<file path="src/rtl/scalar_result_writeback_pkg.sv">
// Shared constants and slot-entry type for the scalar result writeback stage.
package scalar_result_writeback_pkg;

  localparam int unsigned DATA_W = 64;
  localparam int unsigned REG_W  = 3;
  localparam int unsigned UNIT_W = 3;
  localparam int unsigned NUM_S  = 8;

  localparam logic [UNIT_W-1:0] UNIT_LOG  = 3'd0;
  localparam logic [UNIT_W-1:0] UNIT_SHF  = 3'd1;
  localparam logic [UNIT_W-1:0] UNIT_ADD  = 3'd2;
  localparam logic [UNIT_W-1:0] UNIT_POP  = 3'd3;
  localparam logic [UNIT_W-1:0] UNIT_XFER = 3'd4;

  localparam int unsigned LAT_LOG_DEF  = 1;
  localparam int unsigned LAT_SHF_DEF  = 2;
  localparam int unsigned LAT_ADD_DEF  = 3;
  localparam int unsigned LAT_POP_DEF  = 4;
  localparam int unsigned LAT_XFER     = 1;
  localparam int unsigned MAX_LAT_DEF  = 4;

  typedef struct packed {
    logic              valid;
    logic [REG_W-1:0]  dest;
    logic [UNIT_W-1:0] unit;
    logic [DATA_W-1:0] xfer_data;
  } slot_t;

  function automatic logic unit_legal(input logic [UNIT_W-1:0] unit);
    return unit <= UNIT_XFER;
  endfunction

endpackage

</file>
<file path="src/rtl/scalar_wb_slot_pipe.sv">
// Completion slot pipe: entries shift toward index 0 each cycle; index 0 is
// the entry completing this cycle. A push lands at its index after the shift.
module scalar_wb_slot_pipe
  import scalar_result_writeback_pkg::*;
#(
  parameter int unsigned MAX_LAT = MAX_LAT_DEF,
  localparam int unsigned IDX_W = (MAX_LAT > 1) ? $clog2(MAX_LAT) : 1
) (
  input  logic             clk,
  input  logic             rst_n,
  input  logic             push_i,
  input  logic [IDX_W-1:0] slot_idx_i,
  input  slot_t            push_entry_i,
  output logic             slot_free_c_o,
  output slot_t            head_o
);

  slot_t slot_q  [MAX_LAT];
  slot_t slot_d  [MAX_LAT];
  slot_t shifted [MAX_LAT];

  // Pipe contents after this cycle's shift; the top entry refills empty.
  always_comb begin
    for (int i = 0; i < MAX_LAT; i++) shifted[i] = '0;
    for (int i = 0; i < MAX_LAT - 1; i++) shifted[i] = slot_q[i+1];
  end

  // Is the requested post-shift slot free (no result-port collision)?
  always_comb begin
    slot_free_c_o = 1'b0;
    for (int i = 0; i < MAX_LAT; i++) begin
      if (slot_idx_i == IDX_W'(i)) slot_free_c_o = ~shifted[i].valid;
    end
  end

  // Next pipe state: shifted contents plus an optional new entry.
  always_comb begin
    for (int i = 0; i < MAX_LAT; i++) slot_d[i] = shifted[i];
    if (push_i) begin
      for (int i = 0; i < MAX_LAT; i++) begin
        if (slot_idx_i == IDX_W'(i)) slot_d[i] = push_entry_i;
      end
    end
  end

  // Slot register; reset discards every in-flight entry.
  always_ff @(posedge clk or negedge rst_n) begin
    if (!rst_n) begin
      for (int i = 0; i < MAX_LAT; i++) slot_q[i] <= '0;
    end else begin
      for (int i = 0; i < MAX_LAT; i++) slot_q[i] <= slot_d[i];
    end
  end

  assign head_o = slot_q[0];

endmodule

</file>
<file path="src/rtl/scalar_result_writeback.sv">
// Scalar result writeback: S register file, operand read ports, reservation
// bits and fixed-latency completion tracking for the scalar functional units.
// Optional: define SCALAR_WB_BYPASS_EN to forward writeback data to read
// ports in the completion cycle.
module scalar_result_writeback
  import scalar_result_writeback_pkg::*;
#(
  parameter int unsigned LAT_LOG = LAT_LOG_DEF,
  parameter int unsigned LAT_SHF = LAT_SHF_DEF,
  parameter int unsigned LAT_ADD = LAT_ADD_DEF,
  parameter int unsigned LAT_POP = LAT_POP_DEF,
  parameter int unsigned MAX_LAT = MAX_LAT_DEF
) (
  input  logic        clk,
  input  logic        rst_n,
  input  logic        i_issue,
  input  logic [2:0]  i_unit,
  input  logic [2:0]  i_dest,
  input  logic [63:0] i_xfer_data,
  input  logic [63:0] i_log_res,
  input  logic [63:0] i_shf_res,
  input  logic [63:0] i_add_res,
  input  logic [63:0] i_pop_res,
  input  logic [2:0]  i_i,
  input  logic [2:0]  i_j,
  input  logic [2:0]  i_k,
  output logic [63:0] o_si,
  output logic [63:0] o_sj,
  output logic [63:0] o_sk,
  output logic        o_issue_ready,
  output logic        o_issue_err,
  output logic [7:0]  o_s_busy,
  output logic        o_wb_valid,
  output logic [2:0]  o_wb_dest,
  output logic [63:0] o_wb_data
);

  localparam int unsigned IDX_W = (MAX_LAT > 1) ? $clog2(MAX_LAT) : 1;

  logic [DATA_W-1:0] s_q [NUM_S];
  logic [NUM_S-1:0]  busy_q, busy_d;
  logic              err_q;
  logic [IDX_W-1:0]  lat_idx;
  logic              slot_free;
  slot_t             push_entry;
  slot_t             head;

  // Post-shift slot index (latency - 1) for the requested unit.
  always_comb begin
    lat_idx = '0;
    case (i_unit)
      UNIT_LOG:  lat_idx = IDX_W'(LAT_LOG - 1);
      UNIT_SHF:  lat_idx = IDX_W'(LAT_SHF - 1);
      UNIT_ADD:  lat_idx = IDX_W'(LAT_ADD - 1);
      UNIT_POP:  lat_idx = IDX_W'(LAT_POP - 1);
      UNIT_XFER: lat_idx = IDX_W'(LAT_XFER - 1);
      default:   lat_idx = '0;
    endcase
  end

  assign o_issue_ready = i_issue & unit_legal(i_unit) & ~busy_q[i_dest] & slot_free;

  // Entry recorded for an accepted issue.
  always_comb begin
    push_entry           = '0;
    push_entry.valid     = 1'b1;
    push_entry.dest      = i_dest;
    push_entry.unit      = i_unit;
    push_entry.xfer_data = i_xfer_data;
  end

  scalar_wb_slot_pipe #(
    .MAX_LAT (MAX_LAT)
  ) u_slot_pipe (
    .clk           (clk),
    .rst_n         (rst_n),
    .push_i        (o_issue_ready),
    .slot_idx_i    (lat_idx),
    .push_entry_i  (push_entry),
    .slot_free_c_o (slot_free),
    .head_o        (head)
  );

  // Result mux: pick the completing unit's bus as sampled this cycle.
  always_comb begin
    o_wb_data = '0;
    if (head.valid) begin
      case (head.unit)
        UNIT_LOG:  o_wb_data = i_log_res;
        UNIT_SHF:  o_wb_data = i_shf_res;
        UNIT_ADD:  o_wb_data = i_add_res;
        UNIT_POP:  o_wb_data = i_pop_res;
        UNIT_XFER: o_wb_data = head.xfer_data;
        default:   o_wb_data = '0;
      endcase
    end
  end

  assign o_wb_valid = head.valid;
  assign o_wb_dest  = head.dest;

  // Reservation bits: clear on completion, set on accept (never the same reg).
  always_comb begin
    busy_d = busy_q;
    if (head.valid)    busy_d[head.dest] = 1'b0;
    if (o_issue_ready) busy_d[i_dest]    = 1'b1;
  end

  // Register array, busy bits and the reject pulse.
  always_ff @(posedge clk or negedge rst_n) begin
    if (!rst_n) begin
      for (int i = 0; i < NUM_S; i++) s_q[i] <= '0;
      busy_q <= '0;
      err_q  <= 1'b0;
    end else begin
      if (head.valid) s_q[head.dest] <= o_wb_data;
      busy_q <= busy_d;
      err_q  <= i_issue & ~o_issue_ready;
    end
  end

  assign o_s_busy    = busy_q;
  assign o_issue_err = err_q;

  // Operand read ports, optionally forwarding the completing result.
  always_comb begin
    o_si = s_q[i_i];
    o_sj = s_q[i_j];
    o_sk = s_q[i_k];
`ifdef SCALAR_WB_BYPASS_EN
    if (o_wb_valid && (i_i == o_wb_dest)) o_si = o_wb_data;
    if (o_wb_valid && (i_j == o_wb_dest)) o_sj = o_wb_data;
    if (o_wb_valid && (i_k == o_wb_dest)) o_sk = o_wb_data;
`endif
  end

endmodule
</file>
<file path="config.mk">
export PLATFORM = sky130hd
export DESIGN_NAME = scalar_result_writeback
export DESIGN_NICKNAME = d
export VERILOG_FILES = /design/src/rtl/scalar_result_writeback_pkg.sv /design/src/rtl/scalar_wb_slot_pipe.sv /design/src/rtl/scalar_result_writeback.sv
export SDC_FILE = /design/constraint.sdc
export NUM_CORES = 2
export LEC_CHECK = 0
export ABC_AREA = 0
export BUFFER_PORTS_ARGS = -buffer_cell sky130_fd_sc_hd__buf_2
export CORE_AREA = 2 2 354 216
export DETAILED_ROUTE_END_ITERATION = 10
export DIE_AREA = 0 0 356 218
export PLACE_DENSITY = 0.85
export SYNTH_ARGS = -nofsm -noshare
export SYNTH_HDL_FRONTEND = slang
export SYNTH_SLANG_ARGS = --single-unit
</file>
<file path="constraint.sdc">
create_clock -name clk -period 3.3 [get_ports clk]
set_clock_uncertainty 0.2 [all_clocks]
set_input_delay 0.165 -clock clk [delete_from_list [all_inputs] [get_ports clk]]
set_output_delay 0.165 -clock clk [all_outputs]
set_load 0.005 [all_outputs]
</file>
; Yosys cells after proc, flatten, opt, wreduce, memory -nomap -nowiden
; Cells that the tools add are included.
[totals]
word_cells = 99
out_inout_bits = 270
ff_bits = 805
[op_classes]
bitwise = 16
reduce_logical = 5
mux = 32
eq_ne = 10
n_lt_le_gt_ge = 10
[op_table]
columns = operator, n
row1 = binary-select mux 64 bit (select 3 bit), 3
row2 = bitwise mux 512 bit, 1
row3 = two-way mux 64 bit, 8
row4 = case mux 64 bit (5 select lines), 1
row5 = two-way mux 284 bit, 1
row6 = two-way mux 71 bit, 4
row7 = demux 64 bit (select 3 bit), 1
row8 = "greater-or-equal comparator 4 bit, second input constant", 4
row9 = two-way mux 8 bit, 2
row10 = NOT 3 -> 4 bit, 4
row11 = "== test 3 x 2 -> 1 bit, second input constant", 4
row12 = bitwise AND 8 bit, 1
row13 = "less-than comparator 3 x 4 -> 1 bit, second input constant", 2
row14 = NOT 8 bit, 1
row15 = OR 8 bit, 1
row16 = two-way mux 1 bit, 7
row17 = demux 1 bit (select 3 bit), 2
row18 = "== test 3 x 1 -> 1 bit, second input constant", 2
row19 = "greater-or-equal comparator 3 x 1 -> 1 bit, second input constant", 2
row20 = case mux 2 bit (3 select lines), 1
row21 = NOT 1 bit, 5
row22 = bitwise AND 1 bit, 4
row23 = "== test 2 bit, second input constant", 2
row24 = "less-than comparator 4 x 1 -> 1 bit, second input constant", 1
row25 = other kinds (7), 9

; Depth between registers and ports, before layout
[depth]
word_depth = 10
mapped_depth = 8
depth_no_buf = 4

; By module
; A second synthesis with hierarchy kept.
[hier_totals]
hier_cells = 3365
hier_area_um2 = 43469.2
[modules_own_cells]
columns = mod, instances, cells_per_inst, area_each_um2
row1 = scalar_result_writeback, 1, 2758, 32650.1
row2 = scalar_wb_slot_pipe, 1, 607, 10819.1

; Least setup slack after synthesis
; OpenSTA, ideal clock, no wires.
[synth_path]
path_type = register to register
startpoint = register busy_q[2], in the netlist o_s_busy[2]
endpoint = register u_slot_pipe.shifted[214] (netlist name)
period_less_slack_ps = 2410
path_buffers = 2
path_slack_ps = 890
required_ps = 2975
arrival_time_ps = 2085
path_stages_with_launch = 7
setup_ps = 125
cell_sequence = dfrtp_1 -> mux2_4 -> a32o_1 -> buf_6 -> nor4_4 -> buf_6 -> mux2_4
[synth_lines]
columns = item, line_no
row1 = "start, declared", scalar_result_writeback.sv:41  ; logic [NUM_S-1:0] busy_q, busy_d;
row2 = "start signal, assigned", scalar_result_writeback.sv:117  ; busy_q <= busy_d;

; Worst setup path after layout
[layout_path]
startpoint = register u_slot_pipe.head_o[64] (netlist name)
endpoint = output port o_wb_data[47]
[layout_between]
elab_chain_cells = 3
[layout_lines]
columns = item, line_no
row1 = "== test 3 bit, or another cell as far along", scalar_result_writeback.sv:88  ; case (head.unit)
row2 = case mux 64 bit (5 select lines) (*), scalar_result_writeback.sv:88
row3 = two-way mux 64 bit (*), scalar_result_writeback.sv:87  ; if (head.valid) begin
row4 = "end, declared", scalar_result_writeback.sv:35  ; output logic [63:0] o_wb_data
; Every way passes the cells marked *; elsewhere a longest branch is shown, timed or not.

==> flow_summary.yaml <==
floorplanning:
  die_h_um: 218
  initial_utilization_pct: 57.3
  dieArea_mm2: 0.0776
  die_x_um: 356
  rows: 78
  coreArea_mm2: 0.0746
  num_io_pins: 608
clock_network:
  htreeDepth: 3
  cts_tree: "done"
  cts_root_buf: "clkbuf_16"
  cts_buffers: 76
  clk_latency_ns: 0.66
  cts.path.max_buffers: 3
  cts_sinks: 805
  cts.clk_slew.worst_paths_ns: 0.07
power:
  sw_frac_of_total_pct: 31.0
  intPower_mw: 21.3
  combPwrFrac_pct: 26.4
  power.switching_mw: 9.58
  seqPwrFrac_pct: 42.7
  ir_drop_mv: 0.380
  clkPwrFrac_pct: 30.9
  powerDensity_mw_per_mm2: 603
  power_mw: 30.9
  p_leak_nw: 22.6
layout:
  regArea_mm2: 0.0202
  nFillCells: 5011
  nNetsFinal: 4329
  multiInputGateArea_mm2: 0.0215
  drive_gt1_share_pct: 42.8
  finalInstanceArea_mm2: 0.0512
  syn2layout_area_growth_pct: 20.0
drt:
  drt_iter0_drc: 5205
  num_vias: 35500
  drc: 0
  wl_per_cell_um: 30.5
  postRouteAntennaNets: 0
  dr.pass1.iters: 6
  viasPerCell: 7.01
  drt-total-wl_mm: 155
grt:
  grt_max_degree: 98
  grt_pass1_vias: 35800
  grt_pass1_wl_mm: 228
  grt_overflow: 0
  antenna_found_initial: 28
  grt_use_total_pct: 39.8
worst_setup_path:
  cp_top_family: "buffers and inverters"
  crit_fanout: 39
  crit_path_top_delay_cell: "dfrtp_4"
  end_kind: "output port"
  slowest_delay_ns: 0.61
  worstPathRequired_ns: 2.93
  r2r_slack_ns: 0.10
  r2r_start: "u_slot_pipe.head_o[64]"
  worstPathArrival_ns: 2.96
  critPathLaunch: "u_slot_pipe.head_o[64]"
  critPathBufInv: 3
  critPathLaunchType: "flop"
  path_cells: "buf_4 -> nor2_4 -> buf_12 -> a22oi_1 -> o22a_2 -> nor2_1 -> buf_2"
  setup.worst_path.class: "flop to output port"
synth:
  synthAdderAreaFrac_pct: 0
  yosys.cell_count.top_type: "dfrtp_1"
  synth.area.mux_share_pct: 32.9
  synth-edff-count: 0
  yosys.area_share.simple_pct: 6.97
  synth_xor_area_share_pct: 0
  syn_avg_cell_area_um2: 12.6
  yosys.area.top_type_share_pct: 47.2
  netlist_top_cells_count: "dfrtp_1, nand2_1, o21ai_0, mux4_2, mux2_2"
  ys_ff_latch: 805
  seq_area_frac_synth_pct: 47.2
  synthTopCellsByArea: "dfrtp_1, mux4_2, mux2_2"
  synth_compound_area_share_pct: 9.94
  syn-num-nets: 3718
  async_flop_share_pct: 100
  yosysTopAreaCell: "dfrtp_1"
  synthCells: 3380
  synth_cell_types: 44
  ys.flop_type: "dfrtp_1"
  syn-cell-area_mm2: 0.0427
  synth_warnings: 0
  synth_top_family_by_area: "multiplexers"
run:
  drv_cap: 0
sta:
  fin_hold_ws_ns: -0.0276
  fin_ws_ns: -0.0217
  fin_crit_sh_pct: 101
  setup_tns_ns: -0.0402
  slew_headroom_pct: 14.1
  tightestPinTransition_ns: 1.29
  hold_violations: 12
  max_freq_mhz: 301
  slew_viol_final: 0
  setup_violations: 2
  period_minus_slack_ns: 3.32
placement:
  hpwl_mm: 94.2
  dpl_cell_area_mm2: 0.0472
  dp_slack_ns: 0.269
  port_buffers: 607
  routabilityCongestion: 0.929
hold_path:
  hold_class: "primary input to flop"
  worstHoldStart: "i_log_res[42]"
status:
  status: "finished with violations"
  violations: "negative hold slack, negative setup slack"
[routing by layer]
layer	global-route usage, %	up-vias	part of all wire [%]
met5	0.313	-	0.062
met4	20.1	14	5.5
met3	15.6	666	15
met2	56.9	3245	44
met1	53.3	17700	36
li1	-	13900	-
[cell usage in the layout (no fill, tap or decap), types with 3 or more instances in the layout]
| cell | Yosys | routed |
|---|---|---|
| o22a_2 | 0 | 17 |
| o21ai_0 | 512 | 512 |
| buf_16 | 0 | 3 |
| buf_4 | 4 | 80 |
| or2_2 | 8 | 8 |
| clkbuf_16 | 0 | 77 |
| nor2b_1 | 14 | 12 |
| clkbuf_1 | 216 | 9 |
| clkinv_2 | 0 | 15 |
| dfrtp_4 | 0 | 3 |
| mux2_1 | 17 | 17 |
| clkbuf_8 | 0 | 17 |
| nand4_1 | 7 | 7 |
| a22oi_2 | 0 | 8 |
| clkinvlp_4 | 0 | 5 |
| nand3_4 | 0 | 4 |
| a22oi_1 | 128 | 120 |
| nor4_4 | 2 | 3 |
| buf_12 | 0 | 40 |
| diode_2 | 0 | 18 |
| nor2_1 | 69 | 68 |
| and2_1 | 67 | 67 |
| a32o_1 | 7 | 7 |
| buf_2 | 36 | 597 |
| nand2_2 | 0 | 3 |
| dfrtp_1 | 805 | 802 |
| mux2_4 | 61 | 61 |
| mux4_2 | 384 | 384 |
| o22a_1 | 64 | 47 |
| mux2_2 | 381 | 381 |
| dlygate4sd3_1 | 0 | 112 |
| nand2_1 | 517 | 513 |
| bufinv_16 | 0 | 11 |
[logic make-up after synthesis]
group	after synthesis
AOI/OAI and AO/OA	721
other	1
muxes	845
buffers and inverters	306
DFF	805
and+or+nand+nor	702
[flip-flops by register name, summed over array words and instances, names as in the netlist]
register,flops
o_s_busy,8
s_q,512
u_slot_pipe.head_o,71
u_slot_pipe.shifted,213
o_issue_err,1
[cell type report]
cell class | count | share of cell area (%)
diodes | 18 | 0.0879
clock buffers | 100 | 4.20
repair buffers | 837 | 11.0
well taps | 1000 | 2.44
inverters | 2 | 0.0147
multi-input cells | 2269 | 41.9
flip-flops and latches | 805 | 39.3
clock inverters | 36 | 1.00
[power groups by stage]
| stage | logic [mW] | clock network [mW] | registers, mW |
|---|---|---|---|
| after floorplan | 5.01 | 0 | 12.6 |
| final | 8.15 | 9.56 | 13.2 |
| after detailed placement | 7.69 | 0 | 13.2 |
| after global placement | 7.44 | 0 | 13.0 |
| after global routing | 8.66 | 10.0 | 13.4 |
| after CTS | 7.94 | 9.58 | 13.1 |
[final timing paths]
check	to	cells after the start
worst min-delay path	s_q[298]	4
worst max register to register	s_q[480]	7
worst min register to register	u_slot_pipe.shifted[207]	1
max in group asynchronous	u_slot_pipe.shifted[237]	3
min in group asynchronous	s_q[231]	3
worst max-delay path	o_wb_data[47]	7
[tightest hold or removal path: stages]
cell and delay [ns]:
buf_2 0.08, a22oi_1 0.07, o22a_2 0.30, o21ai_0 0.17
[what timing repair did]
item | CTS | global route
endpoints found under the setup margin | 56 | 35
resized for setup | 11 | 16
hold buffers | 107 | 6
pin swaps | 2 | 0
buffers inserted | 4 | 4
hold endpoints to repair | 1114 | 14
[per-stage QoR]
step           cells  util [%]
6_report        5067      68.7
4_1_cts         5039      68.5
5_1_grt         5061      68.7
3_3_place_gp    4792      63.3
2_1_floorplan   3380         -
3_5_place_dp    4792      63.3
Power figures use the tool's default switching activity.
